**config.mk**
```make
export PLATFORM = sky130hd
export DESIGN_NAME = pmic_rail_responder
export DESIGN_NICKNAME = d
export VERILOG_FILES = /design/src/rtl/pmic_pkg.sv /design/src/rtl/pmic_rail_model.sv /design/src/rtl/pmic_rail_responder.sv
export SDC_FILE = /design/constraint.sdc
export NUM_CORES = 1
export LEC_CHECK = 0
export ABC_AREA = 0
export CAP_MARGIN = 10
export CORE_ASPECT_RATIO = 2
export CORE_MARGIN = 4
export CORE_UTILIZATION = 30
export DETAILED_ROUTE_END_ITERATION = 6
export GPL_ROUTABILITY_DRIVEN = 1
export SLEW_MARGIN = 10
export SYNTH_ARGS = -nofsm -noshare
export SYNTH_HDL_FRONTEND = slang
export SYNTH_HIERARCHICAL = 1
export SYNTH_SLANG_ARGS = --single-unit
```
**constraint.sdc**
```tcl
create_clock -name clk -period 4.16 [get_ports clk]
set_clock_uncertainty 0.2 [all_clocks]
set_input_delay 0.416 -clock clk [delete_from_list [all_inputs] [get_ports clk]]
set_output_delay 0.416 -clock clk [all_outputs]
set_load 0.02 [all_outputs]
```
**src/rtl/pmic_pkg.sv**
```systemverilog
// Shared encodings and default timing for the PMIC rail responder.
package pmic_pkg;

   typedef enum logic [1:0] {
      RAIL_OFF     = 2'b00,
      RAIL_RAMP_UP = 2'b01,
      RAIL_GOOD    = 2'b10,
      RAIL_RAMP_DN = 2'b11
   } rail_state_e;

   typedef enum logic [1:0] {
      FLT_NONE     = 2'b00,
      FLT_2V_EARLY = 2'b01,
      FLT_3V_EARLY = 2'b10,
      FLT_DN_ORDER = 2'b11
   } fault_code_e;

   localparam int unsigned DEF_CNT_W        = 28;
   localparam int unsigned DEF_RAMP_CYCLES  = 50_000_000;
   localparam int unsigned DEF_DISCH_CYCLES = 25_000_000;

endpackage

```
**src/rtl/pmic_rail_model.sv**
```systemverilog
// One rail: OFF/RAMP_UP/GOOD/RAMP_DN FSM with a saturating down-counter and
// a registered power-good flag.
module pmic_rail_model
   import pmic_pkg::*;
#(
   parameter int unsigned CNT_W        = DEF_CNT_W,
   parameter int unsigned RAMP_CYCLES  = DEF_RAMP_CYCLES,
   parameter int unsigned DISCH_CYCLES = DEF_DISCH_CYCLES
) (
   input  logic       clk,
   input  logic       reset,
   input  logic       en_i,
   output logic [1:0] state_o,
   output logic       pg_o,
   output logic       pg_next_o
);

   localparam logic [CNT_W-1:0] RampLoad  = CNT_W'(RAMP_CYCLES - 1);
   localparam logic [CNT_W-1:0] DischLoad = CNT_W'(DISCH_CYCLES - 1);

   rail_state_e      state_q, state_d;
   logic [CNT_W-1:0] cnt_q, cnt_d;
   logic             pg_q;

   always_comb begin
      state_d = state_q;
      cnt_d   = cnt_q;
      unique case (state_q)
         RAIL_OFF: begin
            if (en_i) begin
               state_d = RAIL_RAMP_UP;
               cnt_d   = RampLoad;
            end
         end
         RAIL_RAMP_UP: begin
            if (!en_i) begin
               state_d = RAIL_RAMP_DN;
               cnt_d   = DischLoad;
            end else if (cnt_q == '0) begin
               state_d = RAIL_GOOD;
            end else begin
               cnt_d = cnt_q - 1'b1;
            end
         end
         RAIL_GOOD: begin
            if (!en_i) begin
               state_d = RAIL_RAMP_DN;
               cnt_d   = DischLoad;
            end
         end
         RAIL_RAMP_DN: begin
            if (en_i) begin
               state_d = RAIL_RAMP_UP;
               cnt_d   = RampLoad;
            end else if (cnt_q == '0) begin
               state_d = RAIL_OFF;
            end else begin
               cnt_d = cnt_q - 1'b1;
            end
         end
         default: begin
            state_d = RAIL_OFF;
            cnt_d   = '0;
         end
      endcase
   end

   assign pg_next_o = (state_d == RAIL_GOOD);

   always_ff @(posedge clk) begin
      if (reset) begin
         state_q <= RAIL_OFF;
         cnt_q   <= '0;
         pg_q    <= 1'b0;
      end else begin
         state_q <= state_d;
         cnt_q   <= cnt_d;
         pg_q    <= pg_next_o;
      end
   end

   assign state_o = state_q;
   assign pg_o    = pg_q;

endmodule

```
**src/rtl/pmic_rail_responder.sv**
```systemverilog
// Load-side model of the 1V/2V/3V rails: per-rail ramp timing, power-good
// flags and a sticky checker for enable up/down ordering.
module pmic_rail_responder
   import pmic_pkg::*;
#(
   parameter int unsigned CNT_W        = DEF_CNT_W,
   parameter int unsigned RAMP_CYCLES  = DEF_RAMP_CYCLES,
   parameter int unsigned DISCH_CYCLES = DEF_DISCH_CYCLES
) (
   input  logic       clk,
   input  logic       reset,
   input  logic       en_1v,
   input  logic       en_2v,
   input  logic       en_3v,
   output logic       pg_1v,
   output logic       pg_2v,
   output logic       pg_3v,
   output logic       all_good,
   output logic       fault,
   output logic [1:0] fault_code,
   output logic [5:0] rail_state
);

   logic [1:0] st_1v, st_2v, st_3v;
   logic       pg_next_1v, pg_next_2v, pg_next_3v;

   pmic_rail_model #(
      .CNT_W       (CNT_W),
      .RAMP_CYCLES (RAMP_CYCLES),
      .DISCH_CYCLES(DISCH_CYCLES)
   ) u_rail_1v (
      .clk      (clk),
      .reset    (reset),
      .en_i     (en_1v),
      .state_o  (st_1v),
      .pg_o     (pg_1v),
      .pg_next_o(pg_next_1v)
   );

   pmic_rail_model #(
      .CNT_W       (CNT_W),
      .RAMP_CYCLES (RAMP_CYCLES),
      .DISCH_CYCLES(DISCH_CYCLES)
   ) u_rail_2v (
      .clk      (clk),
      .reset    (reset),
      .en_i     (en_2v),
      .state_o  (st_2v),
      .pg_o     (pg_2v),
      .pg_next_o(pg_next_2v)
   );

   pmic_rail_model #(
      .CNT_W       (CNT_W),
      .RAMP_CYCLES (RAMP_CYCLES),
      .DISCH_CYCLES(DISCH_CYCLES)
   ) u_rail_3v (
      .clk      (clk),
      .reset    (reset),
      .en_i     (en_3v),
      .state_o  (st_3v),
      .pg_o     (pg_3v),
      .pg_next_o(pg_next_3v)
   );

   logic        en_1v_q, en_2v_q, en_3v_q;
   logic        fall_1v, rise_2v, fall_2v, rise_3v;
   fault_code_e viol;
   logic        fault_q, fault_d;
   fault_code_e code_q, code_d;
   logic        all_good_q, all_good_d;

   assign fall_1v = ~en_1v & en_1v_q;
   assign rise_2v = en_2v & ~en_2v_q;
   assign fall_2v = ~en_2v & en_2v_q;
   assign rise_3v = en_3v & ~en_3v_q;

   // Priority order makes the lowest nonzero code win on simultaneous violations.
   always_comb begin
      viol = FLT_NONE;
      if (rise_2v && !pg_1v) begin
         viol = FLT_2V_EARLY;
      end else if (rise_3v && !pg_2v) begin
         viol = FLT_3V_EARLY;
      end else if ((fall_1v && en_2v) || (fall_2v && en_3v)) begin
         viol = FLT_DN_ORDER;
      end
   end

   always_comb begin
      fault_d    = fault_q | (viol != FLT_NONE);
      code_d     = fault_q ? code_q : viol;
      all_good_d = pg_next_1v & pg_next_2v & pg_next_3v & ~fault_d;
   end

   always_ff @(posedge clk) begin
      if (reset) begin
         en_1v_q    <= 1'b0;
         en_2v_q    <= 1'b0;
         en_3v_q    <= 1'b0;
         fault_q    <= 1'b0;
         code_q     <= FLT_NONE;
         all_good_q <= 1'b0;
      end else begin
         en_1v_q    <= en_1v;
         en_2v_q    <= en_2v;
         en_3v_q    <= en_3v;
         fault_q    <= fault_d;
         code_q     <= code_d;
         all_good_q <= all_good_d;
      end
   end

   assign all_good   = all_good_q;
   assign fault      = fault_q;
   assign fault_code = code_q;
   assign rail_state = {st_3v, st_2v, st_1v};

endmodule

```
# Yosys cells after proc, flatten, opt, wreduce, memory -nomap -nowiden
# Cells that the tools add are included.
# word_totals
register_bits	100
in_bits	5
out_inout_bits	13
word_cells	108
# classes
addsub	3
n_eq_ne	18
n_mux	42
bitwise_logic	13
reduce_logical	17
# ops
op	n
28-bit two-way mux	15
28-bit one-hot mux with 4 select lines	3
28-bit logical NOT	3
28-bit by 1-bit subtractor with 28-bit output (second input constant)	3
2-bit two-way mux	21
2-bit one-hot mux with 4 select lines	3
2-bit == test (second input constant)	9
2-bit != test (second input constant)	6
1-bit AND	7
2-bit by 1-bit == test with 1-bit output (second input constant)	3
2-bit logical NOT	3
2-bit AND reduction	3
1-bit NOT	5
1-bit logical AND	4
1-bit logical NOT	2
2-bit nonzero test	1
1-bit logical OR	1
1-bit bitwise OR	1

# Logic depth before layout (Yosys ltp)
# Gate-level depths: netlist of the first run.
# depth
ltp_word	11
mapped_depth	9
depth_no_buf	9

# Modules after synthesis
# The synthesis of the first run kept the hierarchy.
# modules_own_cells
mod	n_inst	cells_per_inst	area_per_inst_um2	seq_area_each_um2
pmic_rail_model (u_rail_2v ...)	2	257	1985.7	620.6
pmic_rail_model (u_rail_1v)	1	246	1954.4	620.6
pmic_rail_responder	1	26	271.5	140.1

# Worst setup path after synthesis of the first run
# Ideal clock, no wire load.
# synth_timing
path_type	reg-to-reg
startpoint	register u_rail_2v.cnt_q[6]
endpoint	register u_rail_2v.cnt_q[17]
setup_time_ps	131
arrival_time_ps	2375
required_time_ps	3829
path_slack_ps	1454
path_stages_with_launch	9
path_buffers	2
synth_period_minus_slack_ps	2706
path_cell_list	dfxtp_1 buf_6 or4_4 or3_1 buf_2 or4_4 or3b_2 and3_1 o32ai_2
# synth_between
elab_chain_cells	4
elab_cells_between_ends	6
cone_classes	add/sub: 1; mux: 4; reduce/logical: 1
# synth_rtl
item	line	text
start: declaration	pmic_rail_model.sv:22	logic [CNT_W-1:0] cnt_q, cnt_d;
start signal: assignment	pmic_rail_model.sv:77	cnt_q <= cnt_d;
28-bit by 1-bit subtractor with 28-bit output or 28-bit logical NOT (tied branches)	-	
28-bit two-way mux (*)	pmic_rail_model.sv:39, pmic_rail_model.sv:55	
28-bit two-way mux (on tied branches)	pmic_rail_model.sv:52, pmic_rail_model.sv:36	
28-bit one-hot mux with 4 select lines (*)	pmic_rail_model.sv:28	unique case (state_q)
# Every way passes the cells marked *; elsewhere a longest branch is shown, timed or not.
# A chain may end at the register's enable or synchronous reset.

# Worst setup path after layout of the first run
# layout_timing
startpoint	register u_rail_3v.cnt_q[6]
endpoint	register u_rail_3v.cnt_q[19]
# layout_between
elab_chain_cells	4
elab_cells_between_ends	6
cone_classes	add/sub: 1; mux: 4; reduce/logical: 1
# layout_rtl
item	line
start: declaration	pmic_rail_model.sv:22
start signal: assignment	pmic_rail_model.sv:77
28-bit by 1-bit subtractor with 28-bit output or 28-bit logical NOT (tied branches)	-
28-bit two-way mux (*)	pmic_rail_model.sv:39, pmic_rail_model.sv:55
28-bit two-way mux (on tied branches)	pmic_rail_model.sv:52, pmic_rail_model.sv:36
28-bit one-hot mux with 4 select lines (*)	pmic_rail_model.sv:28
# Marks and branches as above.

==> impl_summary.txt, run 1 <==
----------------------------------------------------
[Run status]
  Outcome ... finished, final reports clean

[Yosys]
  Number of enable flip-flop cells after synthesis ... 0
  Most numerous cell in the Yosys netlist ... sky130_fd_sc_hd__dfxtp_1
  Cell types occupying the most area after synthesis ... sky130_fd_sc_hd__dfxtp_1 (32%), sky130_fd_sc_hd__nor2_1 (5.2%), sky130_fd_sc_hd__a21oi_1 (3.9%)
  Synth async-reset ratio ... 0
  Largest area contributor in the netlist ... sky130_fd_sc_hd__dfxtp_1
  Register area share after synthesis ... 0.323
  Most numerous cell types in the synthesized netlist ... sky130_fd_sc_hd__dfxtp_1 (100), sky130_fd_sc_hd__nor2_1 (86), sky130_fd_sc_hd__nand2_1 (62)
  Count of cell types in the netlist ... 71
  Flop and latch count out of synthesis ... 100
  Average instance area after synthesis ... between 7 and 8 µm²
  Predominant post-synthesis flop cell ... sky130_fd_sc_hd__dfxtp_1
  Synth Warn # ... 6
  Summed instance area of the synthesized netlist ... 0.00620 mm²
  Number of instances in the synthesized netlist ... 786
  Share of the synthesized area in the top cell type ... 0.323
  Syn Nets ... 797

[Setup path]
  Maximum fanout along the worst path ... 9
  Arrival time at the worst endpoint ... 3.02 ns
  Worst Setup Path Type ... flip-flop to flip-flop
  Critical path's slowest cell ... sky130_fd_sc_hd__or4_4
  CP Data Required Time ... between 4 and 5 ns
  Endpoint of the lowest-slack register-to-register path ... u_rail_3v/cnt_q[19]
  Kind of end point of the critical path ... flip-flop
  Depth of the worst register-to-register path ... 6
  Cells traversed along the worst timing path ... or4_4 -> or3_1 -> o41ai_4 -> or4_1 -> xor2_1 -> a21oi_1
  Startpoint of the worst-slack reg-to-reg timing path ... u_rail_3v/cnt_q[6]
  Reg2reg setup slack ... 1.16 ns
  Largest stage delay, worst path ... 0.62 ns
  Startpoint type of the worst setup path ... flip-flop

[Clock tree]
  Bufs on Longest Clock Path ... 2
  Post-CTS Hold Buffers ... 0
  CTS tree ... built
  Reg clk slew, reported paths ... 0.08 ns
  Number of levels in the clock H-tree ... 3
  Buffers inserted by post-CTS timing repair ... 0
  Master cell of the clock root buffer ... sky130_fd_sc_hd__clkbuf_16
  Number of sinks handled by clock tree synthesis ... 100
  Number of buffers inserted during clock tree synthesis ... 9
  Worst-skew pair later-pin latency ... 0.37 ns
  Count of cells resized by post-cts repair ... 0

[STA]
  Share of the clock period used by the worst path ... 0.721
  Final hold violations ... 0
  Highest attainable clock frequency ... approximately 0.33 GHz
  Post-route setup TNS ... 0 ns
  Slew at the pin closest to its max-slew limit ... 0.991 ns
  Headroom to the max-slew limit ... 0.333
  Unrepaired setup endpoints after global routing ... no
  Period minus WS final ... roughly 3 ns
  Setup violation total in the final timing report ... 0
  Final Max Tran Viols ... 0

[Final layout]
  Filler cell count ... 2182
  Final instance area ... 0.00693 mm²
  Net count of the finished layout ... 790
  Final design utilization ... 0.340
  Number of diodes ... 0
  Fraction of final layout cells with drive strength greater than 1 ... 0.0982
  Synth-to-Final Area Change ... 11.9%

[Detailed routing]
  Avg WL per Cell ... 17.2 µm
  Number of DRC violations after detailed routing ... 0
  DRT Pass-1 Iters ... 6
  Vias ... 5987
  ANT nets after route ... 0
  DRT Wirelength ... 18100 µm
  Routed via count divided by cell count ... 5.70
  First DRT Iteration DRCs ... 374

[Placed design]
  Cell area after placement ... 0.00658 mm²
  Detail Placement HPWL ... 13600 µm
  GP Congestion ... 0.896
  Number of buffer cells added on primary ports ... 17

[Floorplanning]
  Die W ... 110 µm
  Starting utilization of the core area ... 0.304
  Number of placement rows ... 74
  DIE AREA ... 0.0232 mm²
  Floorplan core area ... around 0.020 mm²
  Count of boundary I/O pins ... 18
  Die outline height ... 211 µm

[GRT]
  Initial antenna violation count ... 0
  Routing usage on met2 ... 0.300
  GRT overflow ... 0
  Met1 track demand over resource ... 0.161
  Top Usage Layer GRT ... met2
  Met3 usage ... 0.0303
  First-pass GRT wire length ... a little under 30000 µm
  Total global routing track utilization ... 0.162
  Pin count of the biggest net entering global routing ... 30
  Vias in the first global route ... between 5000 and 6000

[Power]
  Largest voltage drop on the vdd net ... 166 µV
  Leakage power figure ... about 2.3 nW
  Power per unit of standard cell area ... 415 mW/mm²
  PnR Total Power ... 2.87 mW

[Min path]
  Kind of path behind the tightest hold check ... flip-flop to flip-flop
  Launch instance of the worst min-delay path ... fault_code[0]
  Instance count along the most critical hold path ... 2
  Worst hold path endpoint ... fault_code[0]

[Run]
  Max_cap viols ... 0

----------------------------------------------------
-- worst max path at each step --
stage                        startpoint                   to  slack, ns
detailed placement                en_2v  u_rail_2v/cnt_q[19]       1.10
finish               u_rail_3v/cnt_q[6]  u_rail_3v/cnt_q[19]       1.16
global route        u_rail_3v/cnt_q[21]  u_rail_3v/cnt_q[13]       0.99
CTS                  u_rail_3v/cnt_q[6]  u_rail_3v/cnt_q[19]       1.18
global placement                  en_2v  u_rail_2v/cnt_q[19]       1.06
floorplan            u_rail_2v/cnt_q[6]  u_rail_2v/cnt_q[17]       1.45
-- through the flow --
stage / hold slack, ns / worst slack (ns) / cells
after floorplan: 0.262 / 1.45 / 786
after global placement: 0.264 / 1.06 / 1034
after detailed placement: 0.260 / 1.10 / 1034
after CTS: 0.272 / 1.18 / 1050
after global routing: 0.302 / 0.992 / 1050
final: 0.266 / 1.16 / 1050
-- power breakdown --
group | internal [mW] | switching [mW] | leakage [nW]
registers | 1.05 | 0.143 | 0.828
logic | 0.271 | 0.397 | 1.33
clock network | 0.599 | 0.414 | 0.170
-- worst max-delay path: cells and delay by family (launching register included) --
kind                      cells  cell delay [ns]
and+or+nand+nor               3             1.36
AOI/OAI and AO/OA             2             0.65
DFF                           1             0.41
xor gates and xnor gates      1             0.22
-- layer usage --
metal	wire [µm]	part of all wire	vias up
li1	-	-	2907
met1	6450	0.36	2874
met2	10000	0.55	144
met3	617	0.034	62
met4	974	0.054	0
met5	0	0	-
-- logic make-up after synthesis --
family          synth area share
simple gates               0.335
compound gates             0.225
flops                      0.323
buf+inv                   0.0416
xor+xnor                  0.0622
fa+ha+maj                 0.0121
mux                      0.00162
-- cell usage in the layout (no fill, tap or decap), drive strengths merged, types with 4 or more instances in the layout --
cell,instances
dfxtp,100
nor2,87
nand2,62
a21oi,48
o21ai,44
nor4,34
nor3,33
nand3,27
xnor2,27
or4,23
inv,19
xor2,17
clkdlybuf4s50,16
a31oi,16
or3,15
nand2b,15
nor2b,14
nand4,14
o21a,13
or2,12
buf,12
and3,11
a41oi,10
o211ai,10
clkbuf,9
a21o,9
a311oi,8
and2,7
ha,6
o41ai,6
o32ai,6
o311ai,5
a211oi,4
nor3b,4
a21boi,4
-- cell type report --
class	instances	area (µm²)	area share
inverter	16	60.1	0.00866
clock buffer	9	225	0.0325
tap	266	333	0.0480
clock inverter	7	129	0.0186
sequential	100	2000	0.289
timing repair buffer	28	248	0.0357
multi-input combinational	624	3940	0.568
-- flip-flops by register name, summed over array words and instances, names as in the netlist, 2 cells and up --
| name | count |
|---|---|
| fault_code | 2 |
| u_rail_2v/state_o | 2 |
| u_rail_2v/cnt_q | 28 |
| u_rail_1v/cnt_q | 28 |
| u_rail_1v/state_o | 2 |
| u_rail_3v/cnt_q | 28 |
| u_rail_3v/state_o | 2 |
(Power assumes the default switching activity.)
==> run 2: changes to the inputs <==
==> constraint.sdc (replaced) <==
create_clock -name clk -period 3.02 [get_ports clk]
set_clock_uncertainty 0.2 [all_clocks]
set_input_delay 0.302 -clock clk [delete_from_list [all_inputs] [get_ports clk]]
set_output_delay 0.302 -clock clk [all_outputs]
set_load 0.02 [all_outputs]
==> run 2 against run 1 <==
Effect of this change:
- combinational power grew 53%
- global-route usage increased by 0.77 points
- critical endpoint is now u_rail_3v/cnt_q[6]
- setup slack got worse by 1.0 ns
- cell area increased by 3.2%
- cell count is 3.3% higher
- critical path depth unchanged
- clock power up 23%
- non-clock buffer count grew 35
- via count is 1.2% higher
- largest power group unchanged
- largest cell class unchanged
- core utilization rose by 1.1 points
==> impl_summary.txt, run 2 (synthesized netlist as in run 1, its figures left out) <==
----------------------------------------------------
[Power]
  Net switching power ... 1.34 mW (+40%)
  Largest voltage drop on the vdd net ... 252 µV (+52%)
  Leakage power figure ... 2.48 nW (+6.6%)
  Cell Int Power ... 2.54 mW (+32%)
  Power per unit of standard cell area ... 542 mW/mm² (+31%)
  Combinational fraction of design power ... 0.263 (+0.031)
  Clock network fraction of design power ... 0.319 (-0.033)
  Sequential group share of total power ... 0.418 (+0.003)
  Sw frac ... 0.346 (+0.0135)

[STA]
  Final hold violations ... 0 (unchanged)
  Headroom to the max-slew limit ... 0.381 (+0.0476)
  Period minus WS final ... 2.87 ns (-0.125 ns)
  Share of the clock period used by the worst path ... 0.952 (+0.231)
  Post-route setup TNS ... 0 ns (unchanged)
  Setup violation total in the final timing report ... 0 (unchanged)
  Final Max Tran Viols ... 0 (unchanged)
  Highest attainable clock frequency ... 0.348 GHz (+4.3%)
  Unrepaired setup endpoints after global routing ... no
  Slew at the pin closest to its max-slew limit ... 0.929 ns (-0.0623 ns)

[Detailed routing]
  DRT Wirelength ... 18500 µm (+2.2%)
  Avg WL per Cell ... 17.0 µm (-1.1%)
  First DRT Iteration DRCs ... 428 (+14%)
  Vias ... 6056 (+1.2%)
  ANT nets after route ... 0 (unchanged)
  Number of DRC violations after detailed routing ... 0 (unchanged)
  DRT Pass-1 Iters ... 5 (-1)
  Routed via count divided by cell count ... 5.58 (-2.1%)

[Floorplanning]
  Count of boundary I/O pins ... 18 (unchanged)
  DIE AREA ... 0.0232 mm² (unchanged)
  Die W ... 110 µm (unchanged)
  Floorplan core area ... 0.0204 mm² (unchanged)
  Number of placement rows ... 74 (unchanged)
  Starting utilization of the core area ... 0.304 (unchanged)
  Die outline height ... 211 µm (unchanged)

[GRT]
  Vias in the first global route ... 6159 (+5.1%)
  Initial antenna violation count ... 0 (unchanged)
  First-pass GRT wire length ... 30900 µm (+4.7%)
  Total global routing track utilization ... 0.170 (+0.00772)
  Pin count of the biggest net entering global routing ... 45 (+50%)
  GRT overflow ... 0 (unchanged)

[Setup path]
  Largest stage delay, worst path ... 0.85 ns (+0.23 ns)
  Maximum fanout along the worst path ... 15 (+6)
  Startpoint type of the worst setup path ... flip-flop
  Worst Setup Path Type ... flip-flop to flip-flop
  Cells traversed along the worst timing path ... nor4_1 -> nand2_1 -> or4_1 -> a21oi_1 -> o21ai_0 -> a41oi_1
  Reg2reg setup slack ... 0.15 ns (-1.02 ns)
  Depth of the worst register-to-register path ... 6 (unchanged)
  CP Data Required Time ... 3.09 ns (-1.09 ns)
  Arrival time at the worst endpoint ... 2.94 ns (-0.08 ns)
  Kind of end point of the critical path ... flip-flop
  Worst path top cell family by delay ... simple AND/OR/NAND/NOR gates
  Startpoint of the worst-slack reg-to-reg timing path ... u_rail_3v/cnt_q[16]
  Critical path's slowest cell ... sky130_fd_sc_hd__or4_1
  Sum of buffers and inverters on the critical path ... 0 (unchanged)
  Endpoint of the lowest-slack register-to-register path ... u_rail_3v/cnt_q[6]

[Placed design]
  Number of buffer cells added on primary ports ... 17 (unchanged)
  Cell area after placement ... 0.00684 mm² (+4.0%)
  Detail Placement HPWL ... 14200 µm (+4.2%)
  GP Congestion ... 0.898 (+0.23%)

[Final layout]
  Commonest non-fill, non-tap cells in the layout ... sky130_fd_sc_hd__dfxtp_1 (100), sky130_fd_sc_hd__nor2_1 (86), sky130_fd_sc_hd__nand2_1 (62)
  Net count of the finished layout ... 825 (+4.4%)
  Most common cell after layout, fill and taps aside ... sky130_fd_sc_hd__dfxtp_1
  Registers with the highest flip-flop counts ... u_rail_1v/cnt_q x28, u_rail_2v/cnt_q x28, u_rail_3v/cnt_q x28
  Synth-to-Final Area Change ... 15.5%
  Final instance area ... 0.00716 mm² (+3.2%)
  Number of diodes ... 0 (unchanged)
  Fraction of final layout cells with drive strength greater than 1 ... 0.138 (+0.0398)
  Final design utilization ... 0.351 (+0.0110)

[Clock tree]
  CTS tree ... built
  Bufs on Longest Clock Path ... 2 (unchanged)
  Reg clk slew, reported paths ... 0.08 ns (about the same)
  Worst-skew pair later-pin latency ... 0.37 ns (about the same)
  Number of buffers inserted during clock tree synthesis ... 9 (unchanged)
  Number of sinks handled by clock tree synthesis ... 100 (unchanged)
  Number of levels in the clock H-tree ... 3 (unchanged)
  Post-CTS Hold Buffers ... 0 (unchanged)
  Master cell of the clock root buffer ... sky130_fd_sc_hd__clkbuf_16

[Min path]
  Launch instance of the worst min-delay path ... fault_code[0]
  Instance count along the most critical hold path ... 2 (unchanged)
  Kind of path behind the tightest hold check ... flip-flop to flip-flop
  Worst hold path endpoint ... fault_code[0]

[Run status]
  Outcome ... finished, final reports clean

[Run]
  Max_cap viols ... 0 (unchanged)

----------------------------------------------------
[run 2: cell types whose count changed in the layout (fill, tap and decap cells not counted)]
cell,delta
sky130_fd_sc_hd__clkinv_4,+2
sky130_fd_sc_hd__inv_8,-1
sky130_fd_sc_hd__nor4_2,+1
sky130_fd_sc_hd__inv_6,+1
sky130_fd_sc_hd__buf_4,+35
sky130_fd_sc_hd__nor4_1,-1
sky130_fd_sc_hd__bufinv_16,-2
[run 2: worst max-delay path by stage]
stage,from,endpoint,cells past startpoint
after floorplan,u_rail_2v/cnt_q[6],u_rail_2v/cnt_q[17],8
after global placement,u_rail_3v/cnt_q[16],u_rail_3v/cnt_q[13],6
after detailed placement,u_rail_3v/cnt_q[16],u_rail_3v/cnt_q[6],6
after CTS,u_rail_3v/cnt_q[16],u_rail_3v/cnt_q[6],6
after global routing,u_rail_3v/cnt_q[16],u_rail_3v/cnt_q[6],6
final,u_rail_3v/cnt_q[16],u_rail_3v/cnt_q[6],6
[run 2: area by class of cell]
type | instances | area [µm²]
fillers | 2175 | 13200
clock inverters | 7 | 83.8
inverters | 16 | 60.1
well taps | 266 | 333
multi-input cells | 624 | 3940
clock buffers | 9 | 225
repair buffers | 63 | 510
flip-flops and latches | 100 | 2000
[run 2: routing by layer]
metal	vias to the layer above	share of wire	global-route usage
met2	129	0.56	0.321
met3	49	0.029	0.0260
met1	2889	0.36	0.166
met5	-	0	0
met4	0	0.051	0.105
li1	2989	-	-
[run 2: worst reg2reg max path, stage by stage (launching register included)]
cell and delay (ns):
sky130_fd_sc_hd__dfxtp_1 0.40, sky130_fd_sc_hd__nor4_1 0.50, sky130_fd_sc_hd__nand2_1 0.19, sky130_fd_sc_hd__or4_1 0.85
sky130_fd_sc_hd__a21oi_1 0.23, sky130_fd_sc_hd__o21ai_0 0.10, sky130_fd_sc_hd__a41oi_1 0.31
[run 2: metrics by stage]
stage                     hold WS (ns)  std cells  total power, mW  setup WS, ns
final                            0.273       1085             3.88         0.145
after global routing             0.318       1085             4.11       0.00457
after CTS                        0.286       1085             3.92         0.187
after detailed placement         0.271       1069             2.66         0.194
after global placement           0.262       1069             2.65         0.220
after floorplan                  0.171        786             2.33         0.314
[run 2: power groups by stage]
stage          registers, mW  clock network [mW]  logic (mW)
3_5_place_dp            1.65                   0        1.01
2_1_floorplan           1.60                   0       0.734
5_1_grt                 1.65                1.33        1.14
4_1_cts                 1.62                1.28        1.02
3_3_place_gp            1.64                   0        1.01
6_report                1.62                1.24        1.02
[run 2: repair_timing]
action,CTS,global route
setup buffers,0,0
gates resized for setup,0,1
endpoints found under the setup margin,0,5
==> run 3: changes to the inputs <==
--- a/config.mk
+++ b/config.mk
@@ -10,6 +10,7 @@
 export CORE_ASPECT_RATIO = 2
 export CORE_MARGIN = 4
 export CORE_UTILIZATION = 30
+export CTS_BUF_LIST = sky130_fd_sc_hd__clkbuf_16
 export DETAILED_ROUTE_END_ITERATION = 6
 export GPL_ROUTABILITY_DRIVEN = 1
 export SLEW_MARGIN = 10
==> constraint.sdc (replaced) <==
create_clock -name clk -period 2.9 [get_ports clk]
set_clock_uncertainty 0.2 [all_clocks]
set_input_delay 0.29 -clock clk [delete_from_list [all_inputs] [get_ports clk]]
set_output_delay 0.29 -clock clk [all_outputs]
set_load 0.02 [all_outputs]
==> run 3 against run 2 <==
Effect of this change:
- clock power is 15% higher
- via count is 1.5% higher
- non-clock buffer count is 10 higher
- sequential share of layout area is 0.53 points lower
- largest cell class unchanged
==> impl_summary.txt, run 3 (synthesized netlist as in run 1, its figures left out) <==
----------------------------------------------------
[Run status]
  Outcome ... finished, final reports clean

[Detailed routing]
  Number of DRC violations after detailed routing ... 0 (unchanged)
  Vias ... 6146 (+1.5%)
  ANT nets after route ... 0 (unchanged)
  DRT Pass-1 Iters ... 4 (-1)
  First DRT Iteration DRCs ... 455 (+6.3%)
  Avg WL per Cell ... 17.5 µm (+2.9%)
  Routed via count divided by cell count ... 5.61 (+0.56%)
  DRT Wirelength ... 19200 µm (+3.9%)

[Clock tree]
  Number of sinks handled by clock tree synthesis ... 100 (unchanged)
  Bufs on Longest Clock Path ... 2 (unchanged)
  CTS tree ... built
  Number of buffers inserted during clock tree synthesis ... 9 (unchanged)
  Number of levels in the clock H-tree ... 3 (unchanged)
  Worst-skew pair later-pin latency ... 0.36 ns (about the same)
  Master cell of the clock root buffer ... sky130_fd_sc_hd__clkbuf_16
  Reg clk slew, reported paths ... 0.07 ns (about the same)

[Placed design]
  Detail Placement HPWL ... 14700 µm (+4.0%)
  Cell area after placement ... 0.00693 mm² (+1.3%)
  GP Congestion ... 0.905 (+0.82%)
  Number of buffer cells added on primary ports ... 17 (unchanged)

[Floorplanning]
  DIE AREA ... 0.0232 mm² (unchanged)
  Number of placement rows ... 74 (unchanged)
  Floorplan core area ... 0.0204 mm² (unchanged)
  Count of boundary I/O pins ... 18 (unchanged)
  Die W ... 110 µm (unchanged)
  Die outline height ... 211 µm (unchanged)
  Starting utilization of the core area ... 0.304 (unchanged)

[STA]
  Period minus WS final ... 2.80 ns (-0.0763 ns)
  Post-route setup TNS ... 0 ns (unchanged)
  Final hold violations ... 0 (unchanged)
  Setup violation total in the final timing report ... 0 (unchanged)
  Slew at the pin closest to its max-slew limit ... 0.822 ns (-0.107 ns)
  Final Max Tran Viols ... 0 (unchanged)
  Minimum hold slack ... 0.120 ns (-0.154 ns)
  Unrepaired setup endpoints after global routing ... no
  Headroom to the max-slew limit ... 0.446 (+0.0654)
  Share of the clock period used by the worst path ... 0.965 (+0.0131)
  Highest attainable clock frequency ... 0.357 GHz (+2.7%)

[GRT]
  GRT overflow ... 0 (unchanged)
  First-pass GRT wire length ... 30500 µm (-1.2%)
  Initial antenna violation count ... 0 (unchanged)
  Vias in the first global route ... 6033 (-2.0%)
  Total global routing track utilization ... 0.170 (about the same)
  Pin count of the biggest net entering global routing ... 34 (-24%)

[Power]
  Largest voltage drop on the vdd net ... 223 µV (-12%)
  Power per unit of standard cell area ... 579 mW/mm² (+6.9%)
  PnR Total Power ... 4.22 mW (+9.0%)
  Leakage power figure ... 2.56 nW (+2.9%)

[Setup path]
  Startpoint type of the worst setup path ... flip-flop
  Worst Setup Path Type ... flip-flop to flip-flop
  Kind of end point of the critical path ... flip-flop
  Endpoint of the lowest-slack register-to-register path ... u_rail_3v/cnt_q[24]
  Depth of the worst register-to-register path ... 7 (+1)
  Startpoint of the worst-slack reg-to-reg timing path ... u_rail_3v/cnt_q[12]
  Reg2reg setup slack ... 0.10 ns (-0.04 ns)
  CP Data Required Time ... 2.94 ns (-0.15 ns)
  Arrival time at the worst endpoint ... 2.84 ns (-0.10 ns)
  Maximum fanout along the worst path ... 5 (-10)

[Min path]
  Instance count along the most critical hold path ... 2 (unchanged)
  Launch instance of the worst min-delay path ... reset
  Kind of path behind the tightest hold check ... input pin to flip-flop
  Worst hold path endpoint ... u_rail_3v/state_o[0]

[Final layout]
  Registers with the highest flip-flop counts ... u_rail_1v/cnt_q x28, u_rail_2v/cnt_q x28, u_rail_3v/cnt_q x28
  Commonest non-fill, non-tap cells in the layout ... sky130_fd_sc_hd__dfxtp_1 (100), sky130_fd_sc_hd__nor2_1 (86), sky130_fd_sc_hd__nand2_1 (62)
  Filler cell count ... 2221 (+2.1%)
  Number of diodes ... 0 (unchanged)
  Final instance area ... 0.00730 mm² (+1.9%)
  Synth-to-Final Area Change ... 17.7%
  Final design utilization ... 0.358 (+0.00676)
  Most common cell after layout, fill and taps aside ... sky130_fd_sc_hd__dfxtp_1
  Net count of the finished layout ... 835 (+1.2%)
  Fraction of final layout cells with drive strength greater than 1 ... 0.151 (+0.0128)

[Run]
  Max_cap viols ... 0 (unchanged)

----------------------------------------------------
run 3: cell count changes in the layout (fill, tap and decap cells not counted), moves of 2 or more:
| cell | before | now |
|---|---|---|
| sky130_fd_sc_hd__buf_4 | 46 | 55 |
| sky130_fd_sc_hd__clkinv_4 | 2 | 0 |
| sky130_fd_sc_hd__nor3_2 | 3 | 5 |
| sky130_fd_sc_hd__bufinv_16 | 1 | 3 |
| sky130_fd_sc_hd__nor3_1 | 29 | 27 |
run 3: layout make-up:
type / count / area (µm²) / share of cell area
clock buffers: 9 / 225 / 0.0309
clock inverters: 7 / 123 / 0.0168
inverters: 16 / 60.1 / 0.00823
multi-input cells: 624 / 3960 / 0.542
flip-flops and latches: 100 / 2000 / 0.274
well taps: 266 / 333 / 0.0456
repair buffers: 73 / 598 / 0.0820
run 3: critical path, cell delays in order (launching register included):
cell and delay, ns:
sky130_fd_sc_hd__dfxtp_1 0.34, sky130_fd_sc_hd__or4_1 0.65, sky130_fd_sc_hd__or3_1 0.50, sky130_fd_sc_hd__o41ai_2 0.48, sky130_fd_sc_hd__buf_4 0.18, sky130_fd_sc_hd__a21boi_0 0.07, sky130_fd_sc_hd__o21bai_1 0.14, sky130_fd_sc_hd__a41oi_1 0.12
run 3: power by group:
part	leakage, nW	switching [mW]	internal, mW
combinational	1.56	0.649	0.470
clock	0.163	0.581	0.850
sequential	0.828	0.167	1.51
total	2.56	1.40	2.83
run 3: how the worst max path moves through the flow:
stage,slack [ns],cells after the start,startpoint,end
after floorplan,0.19,8,u_rail_2v/cnt_q[6],u_rail_2v/cnt_q[17]
after global routing,0.01,6,u_rail_3v/cnt_q[12],u_rail_3v/cnt_q[21]
final,0.10,7,u_rail_3v/cnt_q[12],u_rail_3v/cnt_q[24]
after CTS,0.06,7,u_rail_3v/cnt_q[12],u_rail_3v/cnt_q[24]
after global placement,0.08,7,u_rail_3v/cnt_q[12],u_rail_3v/cnt_q[24]
after detailed placement,0.07,7,u_rail_3v/cnt_q[12],u_rail_3v/cnt_q[24]
run 3: repair_timing:
item	4_1_cts	5_1_grt
setup endpoints to repair	0	5
setup buffers	0	0
gates resized for setup	0	3
hold buffers	0	0
run 3: per-layer routing:
metal,track usage,routed length (µm),part of all wire
met5,0,0,0
met4,0.122,1250,0.065
met3,0.0257,500,0.026
met2,0.314,10600,0.55
met1,0.165,6870,0.36
run 3: through the flow:
step / setup WS [ns] / std cells
2_1_floorplan: 0.194 / 786
3_3_place_gp: 0.0784 / 1079
3_5_place_dp: 0.0730 / 1079
4_1_cts: 0.0592 / 1095
5_1_grt: 0.0128 / 1095
6_report: 0.102 / 1095
